### src/rtl/cpu_6502_if.sv
// Memory bus between the 6502 core and a flat 64 KB memory.
// The write-data line is named dout because "do" is a reserved word.
interface cpu_6502_if;
  logic [15:0] ab;
  logic        we;
  logic [7:0]  dout;
  logic [7:0]  di;

  modport master (output ab, output we, output dout, input di);
  modport slave  (input ab, input we, input dout, output di);
endinterface

### src/rtl/cpu_6502.sv
// Multi-cycle 6502 core: load/store subset with cycle-accurate bus timing.
// ab/we/dout are registered; all next-cycle bus values come from one comb block.
module cpu_6502 (
  input  logic       clk,
  input  logic       reset,
  cpu_6502_if.master bus
);

  typedef enum logic [2:0] {T0, T1, T2, T3, T4} state_t;
  typedef enum logic [2:0] {M_NOP, M_IMM, M_ZP, M_ABS, M_ABX, M_ABY} mode_t;
  typedef enum logic [1:0] {R_A, R_X, R_Y} reg_t;

  state_t      r_state, w_state_nxt;
  logic [15:0] r_pc, w_pc_nxt;
  logic [7:0]  r_a, w_a_nxt;
  logic [7:0]  r_x, w_x_nxt;
  logic [7:0]  r_y, w_y_nxt;
  logic        r_n, w_n_nxt;
  logic        r_z, w_z_nxt;
  logic [7:0]  r_ir, w_ir_nxt;
  logic [7:0]  r_adl, w_adl_nxt;
  logic [7:0]  r_adh, w_adh_nxt;
  logic        r_carry, w_carry_nxt;
  logic [15:0] r_ab, w_ab_nxt;
  logic        r_we, w_we_nxt;
  logic [7:0]  r_do, w_do_nxt;

  mode_t       w_mode;
  reg_t        w_reg;
  logic        w_store;
  logic        w_indexed;
  logic [7:0]  w_idx;
  logic [8:0]  w_sum;
  logic [7:0]  w_sreg;
  logic        w_ld;

  // Opcode decode: addressing mode, target register, load vs store
  always_comb begin
    w_mode  = M_NOP;
    w_reg   = R_A;
    w_store = 1'b0;
    case (r_ir)
      8'hA9: begin w_mode = M_IMM; w_reg = R_A; end
      8'hA5: begin w_mode = M_ZP;  w_reg = R_A; end
      8'hAD: begin w_mode = M_ABS; w_reg = R_A; end
      8'hBD: begin w_mode = M_ABX; w_reg = R_A; end
      8'hB9: begin w_mode = M_ABY; w_reg = R_A; end
      8'hA2: begin w_mode = M_IMM; w_reg = R_X; end
      8'hA6: begin w_mode = M_ZP;  w_reg = R_X; end
      8'hAE: begin w_mode = M_ABS; w_reg = R_X; end
      8'hBE: begin w_mode = M_ABY; w_reg = R_X; end
      8'hA0: begin w_mode = M_IMM; w_reg = R_Y; end
      8'hA4: begin w_mode = M_ZP;  w_reg = R_Y; end
      8'hAC: begin w_mode = M_ABS; w_reg = R_Y; end
      8'hBC: begin w_mode = M_ABX; w_reg = R_Y; end
      8'h85: begin w_mode = M_ZP;  w_reg = R_A; w_store = 1'b1; end
      8'h8D: begin w_mode = M_ABS; w_reg = R_A; w_store = 1'b1; end
      8'h9D: begin w_mode = M_ABX; w_reg = R_A; w_store = 1'b1; end
      8'h99: begin w_mode = M_ABY; w_reg = R_A; w_store = 1'b1; end
      8'h86: begin w_mode = M_ZP;  w_reg = R_X; w_store = 1'b1; end
      8'h8E: begin w_mode = M_ABS; w_reg = R_X; w_store = 1'b1; end
      8'h84: begin w_mode = M_ZP;  w_reg = R_Y; w_store = 1'b1; end
      8'h8C: begin w_mode = M_ABS; w_reg = R_Y; w_store = 1'b1; end
      default: begin w_mode = M_NOP; w_reg = R_A; w_store = 1'b0; end
    endcase
  end

  assign w_indexed = (w_mode == M_ABX) || (w_mode == M_ABY);
  assign w_idx     = (w_mode == M_ABX) ? r_x : ((w_mode == M_ABY) ? r_y : 8'h00);
  assign w_sum     = {1'b0, r_adl} + {1'b0, w_idx};
  assign w_sreg    = (w_reg == R_X) ? r_x : ((w_reg == R_Y) ? r_y : r_a);

  // Next-state, register and bus computation
  always_comb begin
    w_state_nxt = r_state;
    w_pc_nxt    = r_pc;
    w_a_nxt     = r_a;
    w_x_nxt     = r_x;
    w_y_nxt     = r_y;
    w_n_nxt     = r_n;
    w_z_nxt     = r_z;
    w_ir_nxt    = r_ir;
    w_adl_nxt   = r_adl;
    w_adh_nxt   = r_adh;
    w_carry_nxt = r_carry;
    w_ab_nxt    = r_ab;
    w_we_nxt    = 1'b0;
    w_do_nxt    = r_do;
    w_ld        = 1'b0;

    case (r_state)
      T0: begin
        w_ir_nxt    = bus.di;
        w_pc_nxt    = r_pc + 16'd1;
        w_ab_nxt    = r_pc + 16'd1;
        w_state_nxt = T1;
      end
      T1: begin
        w_adl_nxt = bus.di;
        case (w_mode)
          M_NOP: begin
            w_ab_nxt    = r_pc;
            w_state_nxt = T0;
          end
          M_IMM: begin
            w_ld        = 1'b1;
            w_pc_nxt    = r_pc + 16'd1;
            w_ab_nxt    = r_pc + 16'd1;
            w_state_nxt = T0;
          end
          M_ZP: begin
            w_pc_nxt    = r_pc + 16'd1;
            w_ab_nxt    = {8'h00, bus.di};
            w_we_nxt    = w_store;
            w_do_nxt    = w_store ? w_sreg : r_do;
            w_state_nxt = T3;
          end
          default: begin
            w_pc_nxt    = r_pc + 16'd1;
            w_ab_nxt    = r_pc + 16'd1;
            w_state_nxt = T2;
          end
        endcase
      end
      T2: begin
        // Indexed modes present the uncarried address first
        w_adh_nxt   = bus.di;
        w_pc_nxt    = r_pc + 16'd1;
        w_carry_nxt = w_sum[8];
        w_ab_nxt    = {bus.di, w_sum[7:0]};
        w_we_nxt    = w_store && !w_indexed;
        w_do_nxt    = (w_store && !w_indexed) ? w_sreg : r_do;
        w_state_nxt = T3;
      end
      T3: begin
        if (w_store && w_indexed) begin
          w_ab_nxt    = {r_adh + 8'(r_carry), r_ab[7:0]};
          w_we_nxt    = 1'b1;
          w_do_nxt    = w_sreg;
          w_state_nxt = T4;
        end else if (!w_store && w_indexed && r_carry) begin
          w_ab_nxt    = {r_adh + 8'h01, r_ab[7:0]};
          w_state_nxt = T4;
        end else begin
          w_ld        = !w_store;
          w_ab_nxt    = r_pc;
          w_state_nxt = T0;
        end
      end
      T4: begin
        w_ld        = !w_store;
        w_ab_nxt    = r_pc;
        w_state_nxt = T0;
      end
      default: begin
        w_ab_nxt    = r_pc;
        w_state_nxt = T0;
      end
    endcase

    if (w_ld) begin
      case (w_reg)
        R_A:     w_a_nxt = bus.di;
        R_X:     w_x_nxt = bus.di;
        default: w_y_nxt = bus.di;
      endcase
      w_n_nxt = bus.di[7];
      w_z_nxt = (bus.di == 8'h00);
    end
  end

  // State and register update; reset aborts any bus cycle immediately
  always_ff @(posedge clk or negedge reset) begin
    if (!reset) begin
      r_state <= T0;
      r_pc    <= 16'h0000;
      r_a     <= 8'h00;
      r_x     <= 8'h00;
      r_y     <= 8'h00;
      r_n     <= 1'b0;
      r_z     <= 1'b0;
      r_ir    <= 8'h00;
      r_adl   <= 8'h00;
      r_adh   <= 8'h00;
      r_carry <= 1'b0;
      r_ab    <= 16'h0000;
      r_we    <= 1'b0;
      r_do    <= 8'h00;
    end else begin
      r_state <= w_state_nxt;
      r_pc    <= w_pc_nxt;
      r_a     <= w_a_nxt;
      r_x     <= w_x_nxt;
      r_y     <= w_y_nxt;
      r_n     <= w_n_nxt;
      r_z     <= w_z_nxt;
      r_ir    <= w_ir_nxt;
      r_adl   <= w_adl_nxt;
      r_adh   <= w_adh_nxt;
      r_carry <= w_carry_nxt;
      r_ab    <= w_ab_nxt;
      r_we    <= w_we_nxt;
      r_do    <= w_do_nxt;
    end
  end

  assign bus.ab   = r_ab;
  assign bus.we   = r_we;
  assign bus.dout = r_do;

endmodule

### src/flat_wrapper.sv
// flat-port wrapper written by rule: the top's interface ports become plain ports
module cpu_6502_flat 
  (clk, reset, bus_ab, bus_we, bus_dout, bus_di);
  cpu_6502_if bus_i ();
  input  logic clk;
  input  logic reset;
  output wire logic [$bits(bus_i.ab)-1:0] bus_ab;
  output wire logic [$bits(bus_i.we)-1:0] bus_we;
  output wire logic [$bits(bus_i.dout)-1:0] bus_dout;
  input wire logic [$bits(bus_i.di)-1:0] bus_di;
  assign bus_ab = bus_i.ab;
  assign bus_we = bus_i.we;
  assign bus_dout = bus_i.dout;
  assign bus_i.di = bus_di;
  cpu_6502 u_core (.clk(clk), .reset(reset), .bus(bus_i));
endmodule
### config.mk
export PLATFORM = sky130hd
export DESIGN_NAME = cpu_6502_flat
export DESIGN_NICKNAME = d
export VERILOG_FILES = /design/src/rtl/cpu_6502_if.sv /design/src/rtl/cpu_6502.sv /design/src/flat_wrapper.sv
export SDC_FILE = /design/constraint.sdc
export NUM_CORES = 1
export LEC_CHECK = 0
export CORE_MARGIN = 2
export CORE_UTILIZATION = 60
export CTS_CLUSTER_DIAMETER = 30
export DETAILED_ROUTE_END_ITERATION = 16
export HOLD_SLACK_MARGIN = 0.12
export PLACE_DENSITY_LB_ADDON = 0.08
export SYNTH_ARGS = -nofsm -noshare
export SYNTH_HDL_FRONTEND = slang
export SYNTH_SLANG_ARGS = --single-unit
### constraint.sdc
create_clock -name clk -period 6.4 [get_ports clk]
set_input_delay 1.6 -clock clk [delete_from_list [all_inputs] [get_ports clk]]
set_output_delay 1.6 -clock clk [all_outputs]
set_load 0.02 [all_outputs]
==> flow_summary_export.csv <==
group,metric,value,unit
synthesis,synth_seq_cells,93,
setup_path,r2r_slack,2.30,ns
cts,cts_buffers,9,
synthesis,ys_seq_area_share,41.7,%
sta,worst_pin_slew,1.33,ns
cts,clk_pin_slew,0.11,ns
final_layout,final_nets,625,
cts,post-cts-setup-buffers,0,
sta,tns,0,ns
sta,rsz0062_at_grt,"no",
final_layout,fillers,766,
global_routing,grt.total_usage,30.1,%
detailed_routing,drt_first_pass_iters,7,
final_layout,final_cell_mix,"dfrtp_1, nand2_1, nor2_1, mux2_2, clkdlybuf4s50_1",
sta,hold_viol_final,0,
synthesis,syn_nets,605,
pwr,p_per_area,447,mW/mm^2
setup_path,critPathLaunchType,"flop",
final_layout,antenna_cells,0,
sta,fin_crit,4.10,ns
cts,cts_root_buffer,"clkbuf_8",
sta,maxSlewHeadroom,11.2,%
floorplanning,ios,35,
synthesis,yosys_warnings,0,
place,dp_hpwl,10300,um
synthesis,synth_edf_count,0,
setup_path,crit_arrival,4.36,ns
global_routing,grt_pass1_wl,23400,um
detailed_routing,ant_nets,0,
synthesis,ys.flop_type,"dfrtp_1",
synthesis,ys_types,78,
synthesis,synth_cells,581,
cts,cts_resized,0,
sta,slew_violations,0,
setup_path,critPathKind,"reg2reg",
global_routing,antenna_found_initial,0,
setup_path,r2r_end,"u_core.bus.ab[6]",
final_layout,fin_area,0.00614,mm^2
cts,clock_latency,0.38,ns
place,portBuffers,34,
detailed_routing,vias,4663,
flow_run,maxCapViolations,0,
setup_path,critical_path_required,6.66,ns
synthesis,avgSynthCellArea,9.61,um^2
cts,clockBufferDepth,2,
setup_path,crit_fanout,19,
sta,layout_setup_ws,2.30,ns
sta,fmax,0.244,GHz
detailed_routing,drc,0,
cts,postCtsHoldBufs,0,
cts,htreeDepth,3,
setup_path,cp-end-kind,"flop",
sta,fin_skew,0.0141,ns
floorplanning,die_area,0.0101,mm^2
detailed_routing,wl,14500,um
synthesis,synth_area,0.00558,mm^2
worst_hold_path,hold_class,"reg2reg",
floorplanning,die_x,100,um
setup_path,rr_worst_depth,13,
setup_path,r2r_start,"u_core.r_ir[1]",
synthesis,async_reset_ff_share,100,%
global_routing,grt_pass1_vias,4508,
global_routing,grt_overflow,0,
cts,cts_tree,"done",
floorplanning,core_area,0.00915,mm^2
detailed_routing,drt_iter0_drc,402,
place,gp_congestion,0.956,
setup_path,setup.worst_path.start,"u_core.r_ir[1]",
final_layout,mostFrequentLayoutCell,"dfrtp_1",
floorplanning,start_util,61.0,%
final_layout,layout-drive-gt1-share,12.5,%
status,status,"finished clean",
cts,cts_sinks,93,
pwr,p_leak,2.70,nW
sta,setup_viol,0,
place,pre_cts_ws,2.32,ns
detailed_routing,viasPerCell,6.50,
place,placed_cell_area,0.00595,mm^2
final_layout,area_growth,10.0,%
global_routing,grt_start_max_net_pins,56,
floorplanning,rows,35,
detailed_routing,wl_per_cell,20.2,um
floorplanning,die_height,100,um
pwr,peakVddDrop,0.262,mV
setup_path,cp-endpoint,"u_core.bus.ab[6]",
sta,finalCritPeriodShare,64.1,%
## through the flow
step	total power [mW]	hold WS, ns	util, %	instances
6_report	2.74	0.507	67.1	717
4_1_cts	2.73	0.507	67.1	717
3_3_place_gp	2.28	0.469	65.0	701
5_1_grt	2.92	0.531	67.1	717
3_5_place_dp	2.32	0.479	65.0	701
2_1_floorplan	1.95	0.452	-	581
## layer usage
| metal | up-vias | wire [um] | global-route usage, % |
|---|---|---|---|
| met5 | - | 0 | 0 |
| met3 | 28 | 882 | 4.23 |
| met4 | 0 | 374 | 11.9 |
| met2 | 178 | 6930 | 47.7 |
| met1 | 2302 | 6300 | 42.1 |
| li1 | 2155 | - | - |
## state kept, by name, indices dropped and copies added (netlist names)
signal	flops
u_core.bus.ab	16
u_core.r_pc	16
u_core.bus.dout	8
u_core.r_a	8
u_core.r_adh	8
u_core.r_adl	8
u_core.r_ir	8
u_core.r_x	8
u_core.r_y	8
u_core.r_state	3
u_core.bus.we	1
u_core.r_carry	1
## cell usage after synthesis, types with 8 or more instances
master | number | area share (%)
o21ai_0 | 20 | 1.8
dfrtp_1 | 93 | 42
nor3_1 | 14 | 1.3
xor2_1 | 9 | 1.4
clkbuf_1 | 16 | 1.1
mux2i_1 | 17 | 3.0
mux2_2 | 37 | 7.5
a21oi_1 | 29 | 2.6
o22ai_1 | 8 | 0.90
inv_1 | 16 | 1.1
nor2_1 | 50 | 3.4
nand2_1 | 85 | 5.7
nand3_1 | 12 | 1.1
xnor2_1 | 18 | 2.8
ha_1 | 13 | 2.9
## cell families after synthesis
group,after synthesis,share of synthesized area [%]
compound gates,133,17.8
mux,55,10.7
flops,93,41.7
buf+inv,44,3.43
fa+ha+maj,14,3.27
xor+xnor,27,4.24
simple gates,215,18.9
## worst max-delay path, cell delays in order, from the launching register on
cell      delay (ns)
dfrtp_1         0.86
and3b_1         0.28
o211ai_1        0.44
o211ai_2        0.37
mux2i_1         0.26
nor2_1          0.07
ha_1            0.25
fa_1            0.40
a21o_1          0.19
a21o_1          0.20
a31oi_1         0.24
xnor2_1         0.09
a211oi_1        0.24
a21oi_1         0.09
## cell type report
type / count / area, um^2 / area share [%]
well taps: 111 / 139 / 2.26
clock buffers: 9 / 124 / 2.02
flip-flops and latches: 93 / 2330 / 37.9
multi-input cells: 444 / 3060 / 49.9
inverters: 17 / 63.8 / 1.04
repair buffers: 36 / 353 / 5.75
clock inverters: 7 / 71.3 / 1.16
## power breakdown
part	switching [mW]	internal (mW)	leakage [nW]
logic	0.716	0.545	1.44
clock network	0.250	0.157	0.103
registers	0.275	0.799	1.16
total	1.24	1.50	2.70
## worst min path at each step
stage	start	endpoint	slack [ns]	cells after the start
2_1_floorplan	u_core.r_adl[3]	u_core.r_adl[3]	0.45	2
3_3_place_gp	u_core.r_adl[7]	u_core.r_adl[7]	0.47	2
3_5_place_dp	u_core.r_adl[3]	u_core.r_adl[3]	0.48	2
4_1_cts	u_core.r_adl[3]	u_core.r_adl[3]	0.51	2
5_1_grt	u_core.r_a[4]	u_core.r_a[4]	0.53	1
6_report	u_core.r_adl[3]	u_core.r_adl[3]	0.51	2
No activity file was read; power rests on OpenSTA's default activity.
